`src/rtl/mips_multicycle_ctrl.sv`:
```
// Multicycle MIPS control unit: six-state Moore FSM that sequences fetch, decode,
// execute, memory and writeback, and counts retired instructions.
module mips_multicycle_ctrl #(
    parameter int COUNT_WIDTH = 16
) (
    input  logic                   clk,
    input  logic                   reset,
    input  logic                   enable,
    input  logic [5:0]             opcode,
    input  logic [5:0]             funct,
    input  logic                   zero,
    output logic                   IorD,
    output logic                   IRWrite,
    output logic                   PCWrite,
    output logic                   MemWrite,
    output logic                   RegWrite,
    output logic                   RegDst,
    output logic                   MemtoReg,
    output logic                   ALUSrcA,
    output logic [1:0]             PCSrc,
    output logic [1:0]             ALUSrcB,
    output logic [2:0]             ALUControl,
    output logic [2:0]             state,
    output logic                   instr_done,
    output logic                   illegal,
    output logic [COUNT_WIDTH-1:0] instr_count
);

    typedef enum logic [2:0] {
        S_IDLE      = 3'd0,
        S_FETCH     = 3'd1,
        S_DECODE    = 3'd2,
        S_EXECUTE   = 3'd3,
        S_MEM       = 3'd4,
        S_WRITEBACK = 3'd5
    } state_t;

    localparam logic [5:0] OP_RTYPE = 6'h00;
    localparam logic [5:0] OP_ADDI  = 6'h08;
    localparam logic [5:0] OP_LW    = 6'h23;
    localparam logic [5:0] OP_SW    = 6'h2B;
    localparam logic [5:0] OP_BEQ   = 6'h04;
    localparam logic [5:0] OP_BNE   = 6'h05;
    localparam logic [5:0] OP_J     = 6'h02;

    localparam logic [5:0] FN_ADD = 6'h20;
    localparam logic [5:0] FN_SUB = 6'h22;
    localparam logic [5:0] FN_AND = 6'h24;
    localparam logic [5:0] FN_OR  = 6'h25;
    localparam logic [5:0] FN_SLT = 6'h2A;

    localparam logic [2:0] ALU_ADD = 3'b010;
    localparam logic [2:0] ALU_SUB = 3'b110;
    localparam logic [2:0] ALU_AND = 3'b000;
    localparam logic [2:0] ALU_OR  = 3'b001;
    localparam logic [2:0] ALU_SLT = 3'b111;

    localparam logic [COUNT_WIDTH-1:0] CNT_ONE = COUNT_WIDTH'(1);

    state_t                 r_state;
    state_t                 w_next_state;
    state_t                 w_after_instr;
    logic [COUNT_WIDTH-1:0] r_instr_count;

    logic       w_is_rtype;
    logic       w_is_addi;
    logic       w_is_lw;
    logic       w_is_sw;
    logic       w_is_beq;
    logic       w_is_bne;
    logic       w_is_j;
    logic       w_funct_ok;
    logic       w_legal;
    logic [2:0] w_rtype_alu;

    logic       w_iord;
    logic       w_irwrite;
    logic       w_pcwrite;
    logic       w_memwrite;
    logic       w_regwrite;
    logic       w_regdst;
    logic       w_memtoreg;
    logic       w_alusrca;
    logic [1:0] w_pcsrc;
    logic [1:0] w_alusrcb;
    logic [2:0] w_aluctl;
    logic       w_done;
    logic       w_illegal;

    assign w_is_rtype = (opcode == OP_RTYPE);
    assign w_is_addi  = (opcode == OP_ADDI);
    assign w_is_lw    = (opcode == OP_LW);
    assign w_is_sw    = (opcode == OP_SW);
    assign w_is_beq   = (opcode == OP_BEQ);
    assign w_is_bne   = (opcode == OP_BNE);
    assign w_is_j     = (opcode == OP_J);

    always_comb begin
        w_funct_ok  = 1'b1;
        w_rtype_alu = ALU_ADD;
        case (funct)
            FN_ADD:  w_rtype_alu = ALU_ADD;
            FN_SUB:  w_rtype_alu = ALU_SUB;
            FN_AND:  w_rtype_alu = ALU_AND;
            FN_OR:   w_rtype_alu = ALU_OR;
            FN_SLT:  w_rtype_alu = ALU_SLT;
            default: w_funct_ok  = 1'b0;
        endcase
    end

    assign w_legal = (w_is_rtype & w_funct_ok) | w_is_addi | w_is_lw | w_is_sw |
                     w_is_beq | w_is_bne | w_is_j;

    // Where every finished (or rejected) instruction goes: straight on, or park.
    assign w_after_instr = enable ? S_FETCH : S_IDLE;

    always_ff @(posedge clk) begin
        if (!reset) begin
            r_state <= S_IDLE;
        end else begin
            r_state <= w_next_state;
        end
    end

    always_comb begin
        w_next_state = r_state;
        case (r_state)
            S_IDLE:    w_next_state = enable ? S_FETCH : S_IDLE;
            S_FETCH:   w_next_state = S_DECODE;
            S_DECODE:  w_next_state = w_legal ? S_EXECUTE : w_after_instr;
            S_EXECUTE: begin
                if (w_is_rtype || w_is_addi) begin
                    w_next_state = S_WRITEBACK;
                end else if (w_is_lw || w_is_sw) begin
                    w_next_state = S_MEM;
                end else begin
                    w_next_state = w_after_instr;
                end
            end
            S_MEM:       w_next_state = w_is_lw ? S_WRITEBACK : w_after_instr;
            S_WRITEBACK: w_next_state = w_after_instr;
            default:     w_next_state = S_IDLE;
        endcase
    end

    always_comb begin
        w_iord     = 1'b0;
        w_irwrite  = 1'b0;
        w_pcwrite  = 1'b0;
        w_memwrite = 1'b0;
        w_regwrite = 1'b0;
        w_regdst   = 1'b0;
        w_memtoreg = 1'b0;
        w_alusrca  = 1'b0;
        w_pcsrc    = 2'b00;
        w_alusrcb  = 2'b00;
        w_aluctl   = 3'b000;
        w_done     = 1'b0;
        w_illegal  = 1'b0;
        case (r_state)
            S_FETCH: begin
                w_irwrite = 1'b1;
                w_pcwrite = 1'b1;
                w_alusrcb = 2'b01;
                w_aluctl  = ALU_ADD;
            end
            S_DECODE: begin
                // ALU computes PC+imm*4 speculatively for a possible branch.
                w_alusrcb = 2'b11;
                w_aluctl  = ALU_ADD;
                w_illegal = ~w_legal;
            end
            S_EXECUTE: begin
                if (w_is_rtype) begin
                    w_alusrca = 1'b1;
                    w_aluctl  = w_rtype_alu;
                end else if (w_is_addi || w_is_lw || w_is_sw) begin
                    w_alusrca = 1'b1;
                    w_alusrcb = 2'b10;
                    w_aluctl  = ALU_ADD;
                end else if (w_is_beq || w_is_bne) begin
                    w_alusrca = 1'b1;
                    w_aluctl  = ALU_SUB;
                    w_pcsrc   = 2'b01;
                    w_pcwrite = w_is_beq ? zero : ~zero;
                    w_done    = 1'b1;
                end else if (w_is_j) begin
                    w_pcsrc   = 2'b10;
                    w_pcwrite = 1'b1;
                    w_done    = 1'b1;
                end
            end
            S_MEM: begin
                w_iord     = 1'b1;
                w_memwrite = w_is_sw;
                w_done     = w_is_sw;
            end
            S_WRITEBACK: begin
                w_regwrite = 1'b1;
                w_regdst   = w_is_rtype;
                w_memtoreg = w_is_lw;
                w_done     = 1'b1;
            end
            default: ;
        endcase
    end

    // Strobes are masked while reset is held so an abandoned instruction writes nothing.
    assign IorD       = reset & w_iord;
    assign IRWrite    = reset & w_irwrite;
    assign PCWrite    = reset & w_pcwrite;
    assign MemWrite   = reset & w_memwrite;
    assign RegWrite   = reset & w_regwrite;
    assign RegDst     = reset & w_regdst;
    assign MemtoReg   = reset & w_memtoreg;
    assign ALUSrcA    = reset & w_alusrca;
    assign PCSrc      = reset ? w_pcsrc   : 2'b00;
    assign ALUSrcB    = reset ? w_alusrcb : 2'b00;
    assign ALUControl = reset ? w_aluctl  : 3'b000;
    assign instr_done = reset & w_done;
    assign illegal    = reset & w_illegal;
    assign state      = r_state;

    always_ff @(posedge clk) begin
        if (!reset) begin
            r_instr_count <= '0;
        end else if (w_done) begin
            r_instr_count <= r_instr_count + CNT_ONE;
        end
    end

    assign instr_count = r_instr_count;

endmodule
```
`config.mk`:
```
export PLATFORM = sky130hd
export DESIGN_NAME = mips_multicycle_ctrl
export DESIGN_NICKNAME = d
export VERILOG_FILES = /design/src/rtl/mips_multicycle_ctrl.sv
export SDC_FILE = /design/constraint.sdc
export NUM_CORES = 1
export LEC_CHECK = 0
export ABC_AREA = 1
export CAP_MARGIN = 25
export CORE_MARGIN = 3
export CORE_UTILIZATION = 40
export DETAILED_ROUTE_END_ITERATION = 10
export GPL_ROUTABILITY_DRIVEN = 0
export PLACE_DENSITY = 0.79
export SETUP_SLACK_MARGIN = 0.3
export SLEW_MARGIN = 10
export SYNTH_ARGS = -nofsm -noshare
export SYNTH_HDL_FRONTEND = slang
export SYNTH_SLANG_ARGS = --single-unit
export TNS_END_PERCENT = 30
```
`constraint.sdc`:
```
create_clock -name clk -period 4.7 [get_ports clk]
set_input_delay 1.41 -clock clk [delete_from_list [all_inputs] [get_ports clk]]
set_output_delay 1.41 -clock clk [all_outputs]
set_load 0.1 [all_outputs]
```
Word level (Yosys, flattened, before mapping)
Index checks and enable logic that the tools add are counted.
{"block": "word_totals", "output_inout_bits": 36, "word_cells": 92, "regBits": 19}
{"block": "op_classes", "n_mux": 44, "n_addsub": 1, "bitwise": 19, "n_reduce_logical": 10, "n_eq_ne": 16}
{"operator": "== test 6 bit (second input constant)", "count": 7}
{"operator": "two-way mux 1 bit", "count": 21}
{"operator": "two-way mux 3 bit", "count": 7}
{"operator": "two-way mux 2 bit", "count": 10}
{"operator": "adder 16 x 1 -> 16 bit (second input constant)", "count": 1}
{"operator": "case mux 3 bit (5 select lines)", "count": 1}
{"operator": "== test 6 x 3 -> 1 bit (second input constant)", "count": 2}
{"operator": "case mux 3 bit (4 select lines)", "count": 1}
{"operator": "bitwise AND 1 bit", "count": 11}
{"operator": "== test 3 x 2 -> 1 bit (second input constant)", "count": 2}
{"operator": "== test 3 bit (second input constant)", "count": 2}
{"operator": "== test 6 x 2 -> 1 bit (second input constant)", "count": 1}
{"operator": "== test 6 x 4 -> 1 bit (second input constant)", "count": 1}
{"operator": "zero test 6 bit", "count": 1}
{"operator": "bitwise OR 1 bit", "count": 6}
{"operator": "case mux 2 bit (3 select lines)", "count": 1}
{"operator": "case mux 3 bit (2 select lines)", "count": 1}
{"operator": "logical OR 1 bit", "count": 5}
{"operator": "OR reduction 5 bit", "count": 1}
{"operator": "OR reduction 2 bit", "count": 2}
{"operator": "== test 3 x 1 -> 1 bit (second input constant)", "count": 1}
{"operator": "zero test 3 bit", "count": 1}
{"operator": "case mux 1 bit (3 select lines)", "count": 1}
{"operator": "NOT 1 bit", "count": 2}
{"operator": "case mux 1 bit (2 select lines)", "count": 1}

Logic depth before layout (Yosys ltp)
Gate-level depths: netlist of run 1.
{"block": "logic_depth", "word_depth": 13, "depth_mapped": 10, "depth_no_buf": 10}

Least setup slack after synthesis of run 1
Ideal clock, no wire load.
{"block": "synth_timing", "kind": "input-to-output", "startpoint": "input port opcode[2]", "endpoint": "output port PCWrite", "slack_ps": -792, "path_buffers": 0, "path_stages": 5, "required_ps": 3290, "t_arrival_ps": 4082, "path_cell_list": "nor2_1 > nand3_1 > nand2_2 > nand2_4 > o31ai_1"}
{"block": "synth_between", "elab_chain_cells": 7, "elab_cells_between_ends": 17, "cone_classes": "eq/ne: 6; mux: 6; bitwise: 1; reduce/logical: 4"}
{"element": "from (decl)", "line": "9", "rtl": "input logic [5:0] opcode,"}
{"element": "== test 6 x 2 -> 1 bit (tied with other cells)", "line": "96", "rtl": "assign w_is_j = (opcode == OP_J);"}
{"element": "two-way mux 1 bit (tied with other cells)", "line": "187", "rtl": "end else if (w_is_j) begin"}
{"element": "two-way mux 1 bit / logical OR 1 bit (equally long branches)", "line": "181, 177"}
{"element": "two-way mux 1 bit", "line": "177", "rtl": "end else if (w_is_addi || w_is_lw || w_is_sw) begin"}
{"element": "two-way mux 1 bit (*)", "line": "174", "rtl": "if (w_is_rtype) begin"}
{"element": "case mux 1 bit (2 select lines) (*)", "line": "160", "rtl": "case (r_state)"}
{"element": "bitwise AND 1 bit (*)", "line": "211", "rtl": "assign PCWrite = reset & w_pcwrite;"}
{"element": "to (decl)", "line": "14", "rtl": "output logic PCWrite,"}
Mark *: on every way between the ends. The rest lies on a longest branch, timed or not.

Final worst setup path of run 1
Same ends and word-level chain as after synthesis.

==> metrics.md, run 1 <==
| Metric | Value |
|---|---|
| Detail Route Antenna Nets | 0 |
| Layout cells sized above 1 | 18.54% |
| # Post-CTS Setup Buffers | 0 |
| Post-Synthesis Cells | 247 |
| Placed wire-length estimate | 3365 µm |
| M2 GR Usage | 33.04% |
| Area delta synth->final | 56.98% |
| Total track usage | between 20% and 30% |
| WL final | 4248 µm |
| Synth Flop Type | dfxtp_1 |
| GR Layer Usage met1 | 27.67% |
| Worst EP required | 3.29 ns |
| Synth Cell Area | 1469 µm² |
| Power Density | 153.2 nW/µm² |
| Core Region | 3442 µm² |
| Ports | 52 |
| Fin crit period | 4.371 ns |
| IO Port Bufs | roughly 50 |
| Switching Share | 28.79% |
| CP endpoint | PCWrite |
| Yosys warns | 0 |
| Max_cap viols | 0 |
| CTS H-tree lvls | 1 |
| #FFs+latches synth | 19 |
| Post-synth top area share | 25.89% |
| Ys async rst share | 0% |
| R2R Path Start | state[1] |
| Placement Rows | 21 |
| Initial DRC Count | between 100 and 150 |
| Slew @ Worst Pin | 0.9784 ns |
| Synth top area cells | dfxtp_1 (26%), nand2_1 (17%), nor2_1 (11%) |
| RSZ-0062 raised after global routing | yes |
| Clk buf depth | 2 |
| Worst-skew pair later-pin latency | 0.26 ns |
| Final hold slack | 0.4950 ns |
| DR WL/cell | between 10 and 15 µm |
| FF-to-FF path depth | 8 |
| Sequential area share after synthesis | 25.89% |
| Global route total overflow | 0 |
| Critical R2R Capture | instr_count[10] |
| Die W | 66.60 µm |
| Via count | 1738 |
| Largest net degree at the start of global routing | 23 |
| Syn_area_per_cell | 5.947 µm² |
| Gate power share | 21.6% |
| Vias in the first global route | 1580 |
| Slew margin rel. | 34.57% |
| Drt pass-1 iters | 4 |
| CTS tree | yes |
| Vias per inst | 4.994 |
| Crit end category | output pin |
| DRC Markers | 0 |
| Clk network pwr share | 32.2% |
| Post-synth EDFFs | 0 |
| Clock sink total | 19 |
| Final slew viol count | 0 |
| Initial Util | 42.68% |
| Hold buffers post-CTS | 0 |
| Fin nets | 320 |
| Post-synthesis cell type count | 28 |
| Initial antenna violation count | 0 |
| WP data arrival | just under 3 ns |
| Post-Syn Nets | 264 |
| Clk pin slew, worst setup/hold paths | ~0.070 ns |
| First-pass GRT wire length | a little over 7000 µm |
| Status | finished clean |
| TNS Setup | 0 ns |
| Fin crit share | 93.01% |
| Met3 Use GR | 2.867% |
| R2R Setup Slk | 3.04 ns |
| Die ar. | 4436 µm² |
| Top-count cell post-synth | nand2_1 |
| Die Ht | 66.60 µm |
| Psw | 101.7 µW |
| Max Fclk | 0.2288 GHz |
| Worst min-delay path category | reg -> reg |
| CP Launch Point | opcode[2] |
| Layer with the highest usage | met2 |
| CP startpoint kind | input port |
| Total CTS buffers | 3 |
| Kind of critical path | in -> out |
| Critical path fanouts, max | 5 |
| Fill cells | 301 |
| Final hold violation count | 0 |
| Final count of negative-setup-slack endpoints | 0 |
| Ant diodes | 0 |
| Clk_skew | 0.001595 ns |
| Maximum vdd ir drop | ~0.12 mV |
| Synth cell count leaders | nand2_1 (66), nor2_1 (45), inv_1 (26), nand3_1 (24), dfxtp_1 (19) |
| Leakage dissipation | roughly 0.00095 µW |
| Sequential Power Share | 46.3% |
| Post-synth top area cell | dfxtp_1 |
| Root Driver | clkbuf_8 |
| Int Pwr | 251.6 µW |
[layout make-up]
cell class                      instances  area [µm²]  area share [%]
Timing Repair Buffer                   55       713.2           30.93
Sequential cell                        19       380.4           16.49
Multi-Input combinational cell        195        1001           43.41
Tap cell                               46       57.56           2.496
Inverter                               29       108.9           4.721
Clock buffer                            4       45.04           1.953
[power by group through the flow]
stage	registers (µW)	clock network (µW)	logic (µW)
CTS	163	116	74.9
global placement	167	0	73.7
detailed placement	167	0	74.5
global route	163	125	81.7
finish	163	114	76.2
floorplan	173	0	36.4
[registers in the layout, indices dropped and copies added (netlist names)]
name,flops
instr_count,16
state,3
[cells by family after synthesis]
family | share of synthesized area [%]
buffers and inverters | 9.454
AO/OA/AOI/OAI | 8.519
AND/OR/NAND/NOR | 52.90
flip-flops | 25.89
XOR/XNOR | 2.385
adder cells (fa/ha/maj) | 0.8517
[layout by cell type (no fill, tap or decap), types with 3 or more instances in the layout]
| cell | n |
|---|---|
| a21oi_1 | 16 |
| buf_12 | 17 |
| buf_4 | 4 |
| clkbuf_8 | 3 |
| clkdlybuf4s50_1 | 33 |
| dfxtp_1 | 19 |
| inv_1 | 26 |
| nand2_1 | 66 |
| nand2_2 | 4 |
| nand3_1 | 24 |
| nand4_1 | 7 |
| nor2_1 | 39 |
| nor2_2 | 7 |
| nor2_4 | 6 |
| nor3_1 | 3 |
| nor3_2 | 3 |
| o21ai_0 | 3 |
[what timing repair did]
item	CTS	global route
cloned	0	0
setup endpoints to repair	1	7
resized for setup	1	8
[how the worst min path moves through the flow]
stage | start | endpoint | slack [ns] | depth (start not counted)
detailed placement | instr_count[15] | instr_count[15] | 0.49 | 2
global route | instr_count[15] | instr_count[15] | 0.55 | 2
floorplan | instr_count[15] | instr_count[15] | 0.92 | 2
CTS | instr_count[15] | instr_count[15] | 0.50 | 2
finish | instr_count[15] | instr_count[15] | 0.50 | 2
global placement | instr_count[15] | instr_count[15] | 0.48 | 2
[routing by layer]
layer | vias to the layer above | share of wire, %
li1 | 901 | -
met1 | 783 | 45
met2 | 47 | 49
met3 | 7 | 4.0
met4 | 0 | 1.4
met5 | - | 0
[worst max-delay path, cell delays in order]
cell,delay [ns]
clkdlybuf4s50_1,0.54
inv_1,0.09
nor2_2,0.13
nand3_4,0.12
nand2_2,0.12
nand2_4,0.07
o31ai_2,0.26
buf_12,0.22
[metrics by stage]
stage	total power (µW)	worst slack (ns)	cells	utilization (%)	area, µm²
CTS	354.0	0.3355	348	66.12	2276
detailed placement	241.5	0.2855	344	64.74	2228
global placement	240.6	0.2598	344	64.74	2228
floorplan	209.0	-0.4371	247	-	1490
global route	370.3	0.2454	348	66.99	2306
finish	353.3	0.3287	348	66.99	2306
Power figures use the tool's default switching activity.
==> run 2: changes to the inputs <==
--- a/config.mk
+++ b/config.mk
@@ -7,5 +7,5 @@
 export LEC_CHECK = 0
 export ABC_AREA = 1
-export CAP_MARGIN = 25
+export CAP_MARGIN = 5
 export CORE_MARGIN = 3
 export CORE_UTILIZATION = 40
==> constraint.sdc (replaced) <==
create_clock -name clk -period 4.7 [get_ports clk]
set_input_delay 1.41 -clock clk [delete_from_list [all_inputs] [get_ports clk]]
set_output_delay 1.41 -clock clk [all_outputs]
set_load 0.01 [all_outputs]
==> run 2 against run 1 <==
Effect of this change:
- critical path depth did not move
- count of clock-buffer cells in the layout fell by 1
- power fell by 6.7%
- wire length fell by 7.3%
- sequential power barely moved
- worst setup slack got worse by 0.17 ns
- die area did not move
- flip-flop and latch count did not move
- utilization fell by 5.6 points
==> metrics.md, run 2 (same netlist as run 1, synthesis figures left out) <==
| Metric | Value |
|---|---|
| Status | finished clean |
| Critical R2R Capture | instr_count[6] |
| Total track usage | 18.90% (-1.4 points) |
| CP startpoint kind | input port |
| Crit end category | output pin |
| IO Port Bufs | 51 (unchanged) |
| Largest net degree at the start of global routing | 23 (unchanged) |
| Root Driver | clkbuf_8 |
| Worst-skew pair later-pin latency | 0.26 ns (about the same) |
| Maximum vdd ir drop | 0.09999 mV (-14%) |
| Ant diodes | 0 (unchanged) |
| Via count | 1740 (+0.12%) |
| Leakage dissipation | 0.0009460 µW (-0.35%) |
| Die W | 66.60 µm (unchanged) |
| R2R Path Start | instr_count[0] |
| Fin crit period | 4.542 ns (+0.1704 ns) |
| RSZ-0062 raised after global routing | yes |
| Initial DRC Count | 138 (+9.5%) |
| Clk buf depth | 2 (unchanged) |
| Die Ht | 66.60 µm (unchanged) |
| Final slew viol count | 0 (unchanged) |
| Placed wire-length estimate | 3047 µm (-9.5%) |
| CTS tree | yes |
| WHS Path Cells | 2 (unchanged) |
| Max_cap viols | 0 (unchanged) |
| Slew margin rel. | 76.52% (+42 points) |
| Max Fclk | 0.2202 GHz (-3.8%) |
| Layout cells sized above 1 | 11.51% (-7.0 points) |
| Core Region | 3442 µm² (unchanged) |
| Worst EP required | 3.29 ns (about the same) |
| Commonest non-fill, non-tap cells in the layout | nand2_1 (66), clkdlybuf4s50_1 (44), nor2_1 (42), inv_1 (26), nand3_1 (24) |
| Clock sink total | 19 (unchanged) |
| Critical path fanouts, max | 5 (unchanged) |
| Power Total | 329.6 µW (-6.7%) |
| Fin crit share | 96.63% (+3.6 points) |
| TNS Setup | 0 ns (unchanged) |
| WHS Endpoint | instr_count[15] |
| CTS H-tree lvls | 1 (unchanged) |
| Layout Utilization | 61.36% (-5.6 points) |
| Initial antenna violation count | 0 (unchanged) |
| Commonest non-fill, non-tap cell in the layout | nand2_1 |
| Slew @ Worst Pin | 0.3496 ns (-0.6288 ns) |
| R2R Setup Slk | 3.10 ns (+0.06 ns) |
| First-pass GRT wire length | 6575 µm (-6.9%) |
| Die ar. | 4436 µm² (unchanged) |
| Clk_skew | 0.006445 ns (+0.004850 ns) |
| WP data arrival | 3.13 ns (+0.17 ns) |
| Drt pass-1 iters | 4 (unchanged) |
| Initial Util | 42.68% (unchanged) |
| Global route total overflow | 0 (unchanged) |
| Worst min-delay path category | reg -> reg |
| Power Density | 156.1 nW/µm² (+1.9%) |
| Total CTS buffers | 3 (unchanged) |
| Detail Route Antenna Nets | 0 (unchanged) |
| WL final | 3940 µm (-7.3%) |
| # Post-CTS Setup Buffers | 0 (unchanged) |
| FF-to-FF path depth | 6 (-2) |
| Hold path startpoint | instr_count[15] |
| Clk pin slew, worst setup/hold paths | 0.08 ns (about the same) |
| Placement Rows | 21 (unchanged) |
| Fin nets | 322 (+0.63%) |
| Area delta synth->final | 43.78% |
| DRC Markers | 0 (unchanged) |
| Vias in the first global route | 1563 (-1.1%) |
| Vias per inst | 4.971 (-0.46%) |
| Final count of negative-setup-slack endpoints | 0 (unchanged) |
| DR WL/cell | 11.26 µm (-7.8%) |
| Ports | 52 (unchanged) |
| Max reg flops | 16 (unchanged) |
| Kind of critical path | in -> out |
| Final hold violation count | 0 (unchanged) |
## run 2: critical path, cell delays in order
cell and delay (ns):
clkdlybuf4s50_1 0.54, inv_1 0.09, nor2_2 0.09, nand3_2 0.12
nand3_1 0.14, a21oi_1 0.08, nor2_1 0.11, clkdlybuf4s50_1 0.55
## run 2: repair_timing
action	in CTS	in global routing
resized for setup	3	7
endpoints found under the setup margin	11	14
pin swaps	0	0
hold buffers	0	0
## run 2: worst max-delay path by stage
stage	startpoint	end	slack [ns]	cells past startpoint
detailed placement	opcode[2]	PCWrite	0.12	7
global route	opcode[2]	ALUControl[1]	0.04	8
floorplan	opcode[2]	PCWrite	1.12	5
finish	opcode[2]	ALUControl[1]	0.16	8
global placement	opcode[2]	PCWrite	0.09	7
CTS	opcode[2]	instr_done	0.15	9
## run 2: layout make-up
class,instances,area [µm²]
fillers,330,1330
multi-input cells,195,957.2
repair buffers,57,561.8
flip-flops and latches,19,380.4
inverters,29,108.9
well taps,46,57.56
clock buffers,3,41.29
clock inverters,1,5.005
## run 2: through the flow
stage / instances / area [µm²] / hold WS, ns / worst slack, ns
finish: 350 / 2112 / 0.4971 / 0.1583
global route: 350 / 2112 / 0.5351 / 0.03548
floorplan: 247 / 1469 / 0.5065 / 1.116
CTS: 350 / 2095 / 0.5002 / 0.1503
global placement: 346 / 2052 / 0.4795 / 0.08694
detailed placement: 346 / 2052 / 0.4878 / 0.1220
## run 2: report_power, final
| part | leakage (µW) | internal (µW) | switching [µW] |
|---|---|---|---|
| registers | 0.000153 | 162 | 1.58 |
| logic | 0.000767 | 24.5 | 24.9 |
| clock network | 0.0000255 | 59.1 | 57.9 |
## run 2: routing by layer
layer | share of wire, % | global-route usage, % | up-vias
met5 | 0 | 0 | -
met4 | 1.1 | 4.822 | 0
met3 | 5.9 | 4.047 | 7
met2 | 46 | 30.82 | 59
met1 | 47 | 25.10 | 771
li1 | - | - | 903
